<file path="config.mk">
export PLATFORM = sky130hd
export DESIGN_NAME = display_scan_ctrl
export DESIGN_NICKNAME = d
export VERILOG_FILES = /design/src/rtl/disp_pkg.sv /design/src/rtl/seg7_hex_decoder.sv /design/src/rtl/display_scan_ctrl.sv
export SDC_FILE = /design/constraint.sdc
export NUM_CORES = 1
export LEC_CHECK = 0
export CORE_ASPECT_RATIO = 1.2
export CORE_MARGIN = 3
export CORE_UTILIZATION = 29
export CTS_CLUSTER_SIZE = 14
export DETAILED_ROUTE_END_ITERATION = 12
export RECOVER_POWER = 100
export SLEW_MARGIN = 15
export SYNTH_ARGS = -nofsm -noshare
export SYNTH_HDL_FRONTEND = slang
export SYNTH_SLANG_ARGS = --single-unit
</file>
<file path="constraint.sdc">
create_clock -name clk -period 4.7 [get_ports clk]
set_clock_uncertainty 0.1 [all_clocks]
set_input_delay 0.47 -clock clk [delete_from_list [all_inputs] [get_ports clk]]
set_output_delay 0.47 -clock clk [all_outputs]
set_load 0.02 [all_outputs]
</file>
<file path="src/rtl/disp_pkg.sv">
// ---------------------------------------------------------------------------
// disp_pkg
// Shared types and constants for the 4-digit 7-segment scan controller.
//   scan_state_t : per-slot scan state (BLANK window, then SHOW the digit)
//   SEG_OFF      : all cathodes off (active-low, so all ones)
//   HEX_SEG      : nibble -> {g,f,e,d,c,b,a} active-low segment patterns
//   DIGITS       : number of multiplexed digits
// ---------------------------------------------------------------------------
package disp_pkg;

   typedef enum logic {
      BLANK = 1'b0,
      SHOW  = 1'b1
   } scan_state_t;

   localparam int DIGITS = 4;

   localparam logic [6:0] SEG_OFF = 7'h7F;

   // Index 0 is the rightmost element. Letters use the usual A,b,C,d,E,F shapes.
   localparam logic [15:0][6:0] HEX_SEG = {
      7'h0E,  // F
      7'h06,  // E
      7'h21,  // d
      7'h46,  // C
      7'h03,  // b
      7'h08,  // A
      7'h10,  // 9
      7'h00,  // 8
      7'h78,  // 7
      7'h02,  // 6
      7'h12,  // 5
      7'h19,  // 4
      7'h30,  // 3
      7'h24,  // 2
      7'h79,  // 1
      7'h40   // 0
   };

endpackage

</file>
<file path="src/rtl/seg7_hex_decoder.sv">
// ---------------------------------------------------------------------------
// seg7_hex_decoder
// Combinational hex nibble to 7-segment decoder, active-low cathodes.
// Ports:
//   nib  in   4  hex digit 0..F
//   seg  out  7  {g,f,e,d,c,b,a}, 0 = segment lit
// ---------------------------------------------------------------------------
module seg7_hex_decoder
   import disp_pkg::*;
(
   input  logic [3:0] nib,
   output logic [6:0] seg
);

   assign seg = HEX_SEG[nib];

endmodule

</file>
<file path="src/rtl/display_scan_ctrl.sv">
// ---------------------------------------------------------------------------
// display_scan_ctrl
// Time-multiplexed 4-digit 7-segment scan controller. Sits directly upstream
// of the anode decoder: it drives the digit index en and the active-low
// segment / decimal-point cathodes for that digit.
//
// A new value is strobed into a pending register at any time and is copied
// into the displayed (shadow) register only when the scan wraps from digit 3
// back to digit 0, so a frame never shows a mix of old and new digits.
// Each digit slot starts with a forced all-off window to suppress ghosting
// while the anode switches.
//
// Optional build macro:
//   DISP_LZ_BLANK_EN  blank leading zero digits (3..1) whose decimal point is
//                     off; digit 0 is always shown. Undefined: all four
//                     digits are always displayed.
//
// Parameters:
//   REFRESH_DIV  clk cycles per digit slot (>= 2)
//   BLANK_CYC    forced-blank cycles at slot start (1 <= BLANK_CYC < REFRESH_DIV)
//
// Ports:
//   clk          in   1   system clock
//   rst_n        in   1   synchronous reset, active-low
//   value_in     in   16  four hex nibbles, [3:0] = digit 0 (rightmost)
//   dp_in        in   4   decimal point per digit, active-high
//   value_valid  in   1   capture strobe for value_in/dp_in
//   en           out  2   current digit index 0..3
//   seg          out  7   cathodes {g,f,e,d,c,b,a}, active-low
//   dp           out  1   decimal-point cathode, active-low
//   frame_done   out  1   one-cycle pulse when pending is committed
// ---------------------------------------------------------------------------
module display_scan_ctrl
   import disp_pkg::*;
#(
   parameter int unsigned REFRESH_DIV = 100_000,
   parameter int unsigned BLANK_CYC   = 1_000
)
(
   input  logic        clk,
   input  logic        rst_n,
   input  logic [15:0] value_in,
   input  logic [3:0]  dp_in,
   input  logic        value_valid,
   output logic [1:0]  en,
   output logic [6:0]  seg,
   output logic        dp,
   output logic        frame_done
);

   localparam int DIV_W = $clog2(REFRESH_DIV);
   localparam int BLK_W = $clog2(BLANK_CYC + 1);

   localparam logic [DIV_W-1:0] DIV_LAST = DIV_W'(REFRESH_DIV - 1);
   localparam logic [BLK_W-1:0] BLK_LAST = BLK_W'(BLANK_CYC - 1);

   // prescaler
   logic [DIV_W-1:0] div_cnt;
   logic             tick;

   // scan FSM
   scan_state_t      state;
   scan_state_t      state_nxt;
   logic [BLK_W-1:0] blank_cnt;
   logic [BLK_W-1:0] blank_cnt_nxt;
   logic [1:0]       en_nxt;
   logic [6:0]       seg_nxt;
   logic             dp_nxt;

   // value path
   logic [15:0]      pend_val;
   logic [3:0]       pend_dp;
   logic             pend_flag;
   logic [15:0]      shadow_val;
   logic [3:0]       shadow_dp;
   logic             commit;

   // digit decode
   logic [3:0]       cur_nib;
   logic [6:0]       dec_seg;
   logic [3:0]       lz_blank;

   // ------------------------------------------------------------------
   // Slot prescaler: tick marks the last cycle of the current digit slot
   // ------------------------------------------------------------------
   assign tick = (div_cnt == DIV_LAST);

   always_ff @(posedge clk) begin
      if (!rst_n) begin
         div_cnt <= '0;
      end else if (tick) begin
         div_cnt <= '0;
      end else begin
         div_cnt <= div_cnt + 1'b1;
      end
   end

   // ------------------------------------------------------------------
   // Pending / shadow registers
   // ------------------------------------------------------------------
   // Commit happens on the tick that wraps digit 3 back to digit 0.
   assign commit = tick && (en == 2'd3) && pend_flag;

   always_ff @(posedge clk) begin
      if (!rst_n) begin
         pend_val   <= '0;
         pend_dp    <= '0;
         pend_flag  <= 1'b0;
         shadow_val <= '0;
         shadow_dp  <= '0;
         frame_done <= 1'b0;
      end else begin
         if (value_valid) begin
            pend_val <= value_in;
            pend_dp  <= dp_in;
         end
         // shadow takes the pending contents as they were before this edge,
         // so a coincident strobe is held over for the next frame
         if (commit) begin
            shadow_val <= pend_val;
            shadow_dp  <= pend_dp;
         end
         if (value_valid) begin
            pend_flag <= 1'b1;
         end else if (commit) begin
            pend_flag <= 1'b0;
         end
         frame_done <= commit;
      end
   end

   // ------------------------------------------------------------------
   // Digit selection and decode
   // ------------------------------------------------------------------
   assign cur_nib = shadow_val[{en, 2'b00} +: 4];

   seg7_hex_decoder u_dec (
      .nib (cur_nib),
      .seg (dec_seg)
   );

   // A digit is a leading zero when it and every digit to its left are 0;
   // a lit decimal point keeps the digit visible.
   always_comb begin
      lz_blank = '0;
`ifdef DISP_LZ_BLANK_EN
      lz_blank[3] = (shadow_val[15:12] == 4'h0)  && !shadow_dp[3];
      lz_blank[2] = (shadow_val[15:8]  == 8'h00) && !shadow_dp[2];
      lz_blank[1] = (shadow_val[15:4]  == 12'h0) && !shadow_dp[1];
`endif
   end

   // ------------------------------------------------------------------
   // Scan FSM: state register and registered outputs
   // ------------------------------------------------------------------
   always_ff @(posedge clk) begin
      if (!rst_n) begin
         state     <= BLANK;
         blank_cnt <= '0;
         en        <= 2'd0;
         seg       <= SEG_OFF;
         dp        <= 1'b1;
      end else begin
         state     <= state_nxt;
         blank_cnt <= blank_cnt_nxt;
         en        <= en_nxt;
         seg       <= seg_nxt;
         dp        <= dp_nxt;
      end
   end

   // Next state and next output values. The outputs are computed from the
   // next state so seg/dp change on the same edge as state/en.
   always_comb begin
      state_nxt     = state;
      blank_cnt_nxt = blank_cnt;
      en_nxt        = en;
      seg_nxt       = SEG_OFF;
      dp_nxt        = 1'b1;

      if (tick) begin
         en_nxt        = en + 2'd1;
         state_nxt     = BLANK;
         blank_cnt_nxt = '0;
      end else begin
         case (state)
            BLANK: begin
               blank_cnt_nxt = blank_cnt + 1'b1;
               if (blank_cnt == BLK_LAST) begin
                  state_nxt = SHOW;
               end
            end
            SHOW: begin
               state_nxt = SHOW;
            end
         endcase
      end

      // SHOW is only entered without a tick, so en_nxt equals en here
      if ((state_nxt == SHOW) && !lz_blank[en]) begin
         seg_nxt = dec_seg;
         dp_nxt  = ~shadow_dp[en];
      end
   end

endmodule

</file>
==> reports/qor.yml, run 1 <==
run_status:
  status: "finished, final reports clean"
floorplanning:
  core_area_um2: 11730
  io_pins: 34
  start_util_pct: 30.12
  chipWidth_um: 106.7
  die_y_um: 126.9
  dieArea_um2: 13550
  rows: 43
critical_path:
  required_ns: 4.78
  critical_path.max_stage_delay_ns: 0.92
  crit_start: "div_cnt[0]"
  crit_slowest_cell: "nand2_1"
  path_buf_inv: 0
  critPathMaxFanout: 24
  worst-setup-path-type: "reg2reg"
  rr_startpoint: "div_cnt[0]"
  crit_chain: "ha_1, and4_1, nand4_1, nand2_1, nor2_1"
  arrival_ns: 3.06
  crit_family: "simple AND/OR/NAND/NOR gates"
  end_kind: "flop"
  crit_path_start_kind: "flop"
yosys:
  syn_area_um2: 3532
  syn_avg_cell_area_um2: 9.444
  synth-seq-area-share_pct: 45.34
  yosysWarnings: 0
  synth_async_sr_flop_share_pct: 0
  synth_edf_count: 0
  ys_seq_elements: 80
  synth_cells: 374
  syn_nets: 406
  ys_types: 50
  synth_flop_cell: "dfxtp_1"
timing:
  setup_viol: 0
  tns_ns: 0
  min_period_ns: 2.975
  clock.fmax_mhz: 336.2
  rsz0062_at_grt: "false"
  maxSlewViolCount: 0
  finalHoldViolations: 0
  tightest_slew_ns: 1.362
  slew_headroom_pct: 9.085
  fin_crit_sh_pct: 63.29
placement:
  gp_congestion: 0.8121
  dp_hpwl_um: 4912
  port_buffers: 33
route:
  post_drt_wl_per_cell_um: 12.96
  wirelength_um: 7194
  first_pass_iters: 4
  drtIter0Drc: 199
  drcViolationCount: 0
  antenna_left: 0
  vias: 2697
  vias_per_cell: 4.859
cells_and_area:
  n_fill_cell: 1266
  area_growth_pct: 18.49
  final_net_count: 428
  utilization_pct: 35.68
  diodes: 0
  drive_above_1_share_pct: 5.025
hold_path:
  hp-start: "shadow_dp[1]"
  hold_path_class: "reg2reg"
clock_network:
  clk_transition_reported_paths_ns: 0.06
  cts.sinks: 80
  clock_path_buffers: 2
  cts_resized: 0
  htreeDepth: 3
  post_cts_buffers: 0
  cts-buffers-inserted: 9
  cts-root-buf: "clkbuf_16"
  ctsHoldBuffers: 0
  clock_latency_ns: 0.33
  cts_tree: "built"
job:
  drv_cap: 0
global_route:
  antenna_found_initial: 0
  grt-ovfl-total: 0
  grt_pass1_wl_um: 12400
  grt_start_max_net_pins: 46
  grt_use_total_pct: 11.36
  first_global_vias: 2598
power:
  worst_ir_drop_vdd_uv: 173.5
  p_leak_uw: 0.001484
  powerDensity_nw_per_um2: 324.2
  total_power_uw: 1357
-- per-layer routing --
metal	share of wire [%]	global-route usage, %
met5	0	0
met4	2.0	5.192
met3	3.9	2.748
met2	47	18.42
met1	47	14.22
-- registers in the layout, indices dropped and copies added (netlist names) --
register    flops
pend_dp         4
pend_val       16
div_cnt        17
en              2
seg             7
pend_flag       1
blank_cnt      10
shadow_dp       4
state           1
frame_done      1
dp              1
shadow_val     16
-- where the power goes --
part	total [µW]	switching, µW	internal (µW)	leakage [µW]
combinational	59.2	26.7	32.5	0.000712
sequential	705	11.2	694	0.000650
clock	593	246	346	0.000121
total	1360	284	1070	0.00148
-- placed cells by master, fill, tap and decap left out, types with 9 or more instances in the layout --
cell,synthesis,final
a21oi_1,24,24
nand2_1,17,17
o21ai_0,26,26
clkbuf_16,0,9
nor2_1,53,53
clkdlybuf4s50_1,0,21
nand4_1,10,10
nand3_1,28,28
mux2i_1,23,23
xnor2_1,11,11
dlygate4sd3_1,0,12
dfxtp_1,80,80
ha_1,9,9
xor2_1,15,15
-- metrics by stage --
step	hold WS, ns	cell area (µm²)	std cells	worst slack (ns)
finish	0.3707	4185	555	1.725
global route	0.4001	4185	555	1.282
CTS	0.3702	4192	555	1.681
detailed placement	0.3647	3949	542	1.707
global placement	0.3499	3949	542	1.789
floorplan	0.3412	3532	374	2.581
-- cell type report --
cell class	count	area (µm²)	share of cell area, %
inverter	4	15.01	0.3587
tap	157	196.4	4.694
sequential	80	1602	38.27
clock inverter	2	10.01	0.2392
timing repair buffer	34	337.8	8.072
multi-input combinational	267	1792	42.81
clock buffer	11	232.7	5.561
-- tightest hold or removal path, cell delays in order (launching register included) --
cell and delay (ns):
dfxtp_1 0.30, o21ai_0 0.06, a21oi_1 0.06
-- final timing paths --
kind                  end  slack [ns]  depth (start not counted)
max reg2reg   div_cnt[10]        1.73                          5
max           div_cnt[10]        1.73                          5
min reg2reg  shadow_dp[1]        0.37                          2
min          shadow_dp[1]        0.37                          2
-- Yosys cell counts, types with 6 or more instances --
cell	count	share of area [%]
a21oi_1	24	3.4
buf_2	6	0.85
o21ai_0	26	3.7
clkbuf_1	11	1.2
nand3_1	28	4.0
xnor2_1	11	2.7
nor2_1	53	5.6
dfxtp_1	80	45
mux2i_1	23	6.5
xor2_1	15	3.7
nand2_1	17	1.8
ha_1	9	3.2
nand4_1	10	1.8
-- kinds of logic after synthesis --
family | synth area share (%)
xor+xnor | 6.447
simple gates | 20.30
mux | 11.48
compound gates | 9.494
flops | 45.34
fa+ha+maj | 3.188
buf+inv | 3.754
No activity file was read; power rests on OpenSTA's default activity.
==> inputs of run 2 (changes only) <==
clock period = 2.76 ns   (was 4.7 ns; I/O delays follow)
==> reports/qor.yml, run 2 (synthesized netlist as in run 1, its figures left out) <==
floorplanning:
  dieArea_um2: 13550  # unchanged
  chipWidth_um: 106.7  # unchanged
  rows: 43  # unchanged
  core_area_um2: 11730  # unchanged
  start_util_pct: 30.12  # unchanged
  io_pins: 34  # unchanged
  die_y_um: 126.9  # unchanged
critical_path:
  worst-setup-path-type: "reg2reg"
  arrival_ns: 2.23  # -0.83 ns
  crit_chain: "mux4_1, inv_1, ha_1, nor2_1, o31ai_1"
  crit_slowest_cell: "mux4_1"
  crit_path_start_kind: "flop"
  critPathMaxFanout: 5  # -79%
  critical_path.max_stage_delay_ns: 0.69  # -0.23 ns
  end_kind: "flop"
  path_buf_inv: 1  # +1
  required_ns: 2.88  # -1.90 ns
  crit_family: "multiplexers"
clock_network:
  htreeDepth: 3  # unchanged
  clock_path_buffers: 2  # unchanged
  ctsHoldBuffers: 0  # unchanged
  post_cts_buffers: 0  # unchanged
  clock_latency_ns: 0.33  # about the same
  cts_resized: 0  # unchanged
  cts-buffers-inserted: 9  # unchanged
  clk_transition_reported_paths_ns: 0.06  # about the same
  cts_tree: "built"
  cts.sinks: 80  # unchanged
  cts-root-buf: "clkbuf_16"
route:
  vias_per_cell: 4.838  # -0.45%
  antenna_left: 0  # unchanged
  vias: 2714  # +0.63%
  post_drt_wl_per_cell_um: 12.69  # -2.1%
  drcViolationCount: 0  # unchanged
  wirelength_met1_um: 3394  # +1.3%
  dr_wl_met2_um: 3283  # -3.9%
  first_pass_iters: 4  # unchanged
  wirelength_um: 7120  # -1.0%
  wl_met3_um: 316  # +12%
  top_layer: "met4"
  drtIter0Drc: 139  # -30%
power:
  p_leak_uw: 0.001528  # +3.0%
  total_power_uw: 2458  # +81%
  powerDensity_nw_per_um2: 576.5  # +78%
  worst_ir_drop_vdd_uv: 307.8  # +77%
timing:
  rsz0062_at_grt: "false"
  fin_crit_sh_pct: 76.28  # +13 points
  clock.fmax_mhz: 475.0  # +41%
  setup_viol: 0  # unchanged
  maxSlewViolCount: 0  # unchanged
  holdWs_ns: 0.3669  # -0.003822 ns
  slew_headroom_pct: 9.795  # +0.71 points
  min_period_ns: 2.105  # -0.8693 ns
  finalHoldViolations: 0  # unchanged
  tns_ns: 0  # unchanged
  tightest_slew_ns: 1.352  # -0.01064 ns
cells_and_area:
  mostFrequentLayoutCells: "80 x dfxtp_1, 53 x nor2_1, 28 x nand3_1"
  largest_reg_flops: 17  # unchanged
  drive_above_1_share_pct: 6.683  # +1.7 points
  n_fill_cell: 1252  # -1.1%
  area_growth_pct: 20.72
  top_regs: "div_cnt: 17 flops, pend_val: 16 flops, shadow_val: 16 flops"
  diodes: 0  # unchanged
  final_net_count: 433  # +1.2%
  regMostFlops: "div_cnt"
  final_common_cell: "dfxtp_1"
global_route:
  grt-ovfl-total: 0  # unchanged
  grt_use_total_pct: 10.93  # -0.43 points
  grt_pass1_wl_um: 11990  # -3.3%
  antenna_found_initial: 0  # unchanged
  grt_start_max_net_pins: 46  # unchanged
  first_global_vias: 2535  # -2.4%
job:
  drv_cap: 0  # unchanged
placement:
  gp_congestion: 0.8048  # -0.90%
  dp_hpwl_um: 4970  # +1.2%
  port_buffers: 33  # unchanged
hold_path:
  hold_path_class: "reg2reg"
run_status:
  status: "finished, final reports clean"
-- run 2: cell count changes in the layout (fill, tap and decap cells not counted) --
| cell | delta |
|---|---|
| clkinv_4 | +1 |
| clkbuf_1 | -1 |
| clkinv_2 | -1 |
| clkbuf_8 | +1 |
| and2_0 | +1 |
| buf_4 | +4 |
| bufinv_16 | +1 |
| clkbuf_2 | +1 |
| and2_1 | -1 |
-- run 2: area by class of cell --
| class | instances | area, µm² | share of cell area, % |
|---|---|---|---|
| inverters | 4 | 15.01 | 0.3521 |
| flip-flops and latches | 80 | 1602 | 37.56 |
| repair buffers | 39 | 372.9 | 8.744 |
| clock buffers | 11 | 242.7 | 5.692 |
| clock inverters | 3 | 43.79 | 1.027 |
| well taps | 157 | 196.4 | 4.607 |
| multi-input cells | 267 | 1792 | 42.02 |
-- run 2: final timing paths --
path                        end  slack, ns         from  cells after the start
setup reg to reg         seg[0]       0.65        en[0]                      5
hold reg to reg   shadow_val[0]       0.37  pend_val[0]                      2
setup / recovery         seg[0]       0.65        en[0]                      5
hold / removal    shadow_val[0]       0.37  pend_val[0]                      2
-- run 2: worst reg2reg max path: stages (launching register included) --
cell,delay (ns)
dfxtp_1,0.41
mux4_1,0.69
inv_1,0.17
ha_1,0.27
nor2_1,0.09
o31ai_1,0.28
-- run 2: where the power goes --
group | total [µW] | switching, µW | internal, µW | leakage (µW)
Combinational | 104 | 47.0 | 56.7 | 0.000736
Sequential | 1200 | 18.6 | 1180 | 0.000650
Clock | 1150 | 440 | 715 | 0.000141
Total | 2460 | 506 | 1950 | 0.00153
-- run 2: through the flow --
step           setup WS, ns  util (%)  std cells  cell area [µm²]
3_5_place_dp         0.7242     33.99        547             3986
3_3_place_gp         0.8020     33.99        547             3986
4_1_cts              0.7128     36.43        561             4273
6_report             0.6548     36.36        561             4264
2_1_floorplan        0.6411         -        374             3532
5_1_grt              0.4540     36.36        561             4264
-- run 2: metal layers --
layer / track usage [%] / vias to the layer above
li1: - / 1374
met1: 13.93 / 1285
met2: 17.35 / 47
met3: 3.155 / 8
met4: 4.439 / 0
met5: 0 / -
==> inputs of run 3 (changes only) <==
clock period = 1.9 ns   (was 2.76 ns; I/O delays follow)
==> reports/qor.yml, run 3 (synthesized netlist as in run 1, its figures left out) <==
power:
  powerDensity_nw_per_um2: 794.1  # +38%
  p_leak_uw: 0.001602  # +4.9%
  worst_ir_drop_vdd_uv: 414.1  # +35%
route:
  antenna_left: 0  # unchanged
  first_pass_iters: 4  # unchanged
  dr_wl_met2_um: 3513  # +7.0%
  drtIter0Drc: 129  # -7.2%
  drcViolationCount: 0  # unchanged
  vias: 2770  # +2.1%
  vias_per_cell: 4.792  # -0.94%
  wirelength_met1_um: 3617  # +6.6%
  wirelength_um: 7497  # +5.3%
  top_layer: "met4"
  wl_met3_um: 199  # -37%
  post_drt_wl_per_cell_um: 12.97  # +2.2%
cells_and_area:
  top_regs: "div_cnt: 17 flops, pend_val: 16 flops, shadow_val: 16 flops"
  fin_area_um2: 4484  # +5.2%
  utilization_pct: 38.23  # +1.9 points
  drive_above_1_share_pct: 14.25  # +7.6 points
  fin_cells: 578  # +3.0%
  diodes: 0  # unchanged
  n_fill_cell: 1187  # -5.2%
  largest_reg_flops: 17  # unchanged
  final_net_count: 448  # +3.5%
  area_growth_pct: 26.96
  final_common_cell: "dfxtp_1"
  regMostFlops: "div_cnt"
  mostFrequentLayoutCells: "79 x dfxtp_1, 53 x nor2_1, 28 x nand3_1"
global_route:
  grt-ovfl-total: 0  # unchanged
  antenna_found_initial: 0  # unchanged
  grt_pass1_wl_um: 12340  # +2.9%
  first_global_vias: 2596  # +2.4%
  grt_start_max_net_pins: 43  # -6.5%
  grt_use_total_pct: 11.17  # +0.24 points
critical_path:
  worst-setup-path-type: "reg2reg"
  arrival_ns: 1.97  # -0.26 ns
  critPathMaxFanout: 6  # +1
  end_kind: "flop"
  crit_chain: "mux4_2, ha_4, nor3_1, o31ai_2"
  crit_path_start_kind: "flop"
  critical_path.max_stage_delay_ns: 0.64  # -0.05 ns
  required_ns: 2.00  # -0.88 ns
  crit_slowest_cell: "mux4_2"
timing:
  holdWs_ns: 0.3670  # +0.00007800 ns
  rsz0062_at_grt: "true"
  finalHoldViolations: 0  # unchanged
  min_period_ns: 1.869  # -0.2360 ns
  maxSlewViolCount: 0  # unchanged
  slew_headroom_pct: 76.94  # +67 points
  fin_crit_sh_pct: 98.38  # +22 points
  clock.fmax_mhz: 535.0  # +13%
  tightest_slew_ns: 0.3427  # -1.009 ns
  setup_viol: 0  # unchanged
placement:
  dp_hpwl_um: 5168  # +4.0%
  gp_congestion: 0.7867  # -2.2%
  placed_area_um2: 4113  # +3.2%
  dp.cells: 559  # +2.2%
  port_buffers: 33  # unchanged
clock_network:
  cts_tree: "built"
  cts-buffers-inserted: 9  # unchanged
  cts.sinks: 80  # unchanged
  cts-root-buf: "clkbuf_16"
  clk_transition_reported_paths_ns: 0.06  # about the same
  ctsHoldBuffers: 0  # unchanged
  htreeDepth: 3  # unchanged
  clock_path_buffers: 2  # unchanged
  clock_latency_ns: 0.33  # about the same
floorplanning:
  io_pins: 34  # unchanged
  core_area_um2: 11730  # unchanged
  dieArea_um2: 13550  # unchanged
  die_y_um: 126.9  # unchanged
  rows: 43  # unchanged
  chipWidth_um: 106.7  # unchanged
  start_util_pct: 30.12  # unchanged
hold_path:
  hold_path_class: "reg2reg"
job:
  drv_cap: 0  # unchanged
run_status:
  status: "finished, final reports clean"
[run 3: changes by cell type in the layout (fill, tap and decap cells not counted), sizes merged]
cell	previous run	this run
buf	5	16
clkbuf	12	17
bufinv	1	0
clkdlybuf4s50	21	22
clkinv	2	3
clkinvlp	0	1
dlygate4sd3	12	11
[run 3: critical path, delay by kind of cell, from the launching register on]
kind / cells / cell delay [ns]
muxes: 1 / 0.64
DFF: 1 / 0.39
and+or+nand+nor: 1 / 0.29
adders and majority gates: 1 / 0.21
AOI/OAI and AO/OA: 1 / 0.11
[run 3: cell type report]
class / count / area, µm² / area share [%]
Multi-Input combinational cell: 267 / 1854 / 41.35
Clock buffer: 12 / 267.8 / 5.971
Clock inverter: 4 / 26.28 / 0.5859
Tap cell: 157 / 196.4 / 4.381
Timing Repair Buffer: 54 / 514.2 / 11.47
Sequential cell: 80 / 1605 / 35.80
Inverter: 4 / 20.02 / 0.4464
[run 3: metrics by stage]
step / setup TNS, ns / power, µW / worst slack (ns)
2_1_floorplan: 0 / 1859 / 0.004219
3_3_place_gp: 0 / 1945 / 0.08861
3_5_place_dp: 0 / 1949 / 0.008709
4_1_cts: 0 / 3613 / 0.002183
5_1_grt: -0.06247 / 3704 / -0.03530
6_report: 0 / 3561 / 0.03082
[run 3: path summary, 6_finish.rpt]
check / start / end / slack [ns] / cells after the start
setup / recovery: en[0] / seg[0] / 0.03 / 4
hold / removal: pend_dp[3] / shadow_dp[3] / 0.37 / 2
hold reg to reg: pend_dp[3] / shadow_dp[3] / 0.37 / 2
setup reg to reg: en[0] / seg[0] / 0.03 / 4
[run 3: layer usage]
layer / GRT usage [%] / up-vias
met4: 4.966 / 0
met2: 17.49 / 45
met5: 0 / -
met3: 2.341 / 13
li1: - / 1398
met1: 14.80 / 1314
[run 3: power breakdown]
group,internal (µW),leakage (µW),switching [µW]
clock,998,0.000144,656
combinational,94.1,0.000807,72.8
sequential,1710,0.000651,26.3
total,2810,0.00160,755
[run 3: timing repair]
action,CTS,global route
buffers inserted,0,3
pin swaps,0,4
gates resized for setup,2,19
endpoints found under the hold margin,0,0
endpoints found under the setup margin,1,11
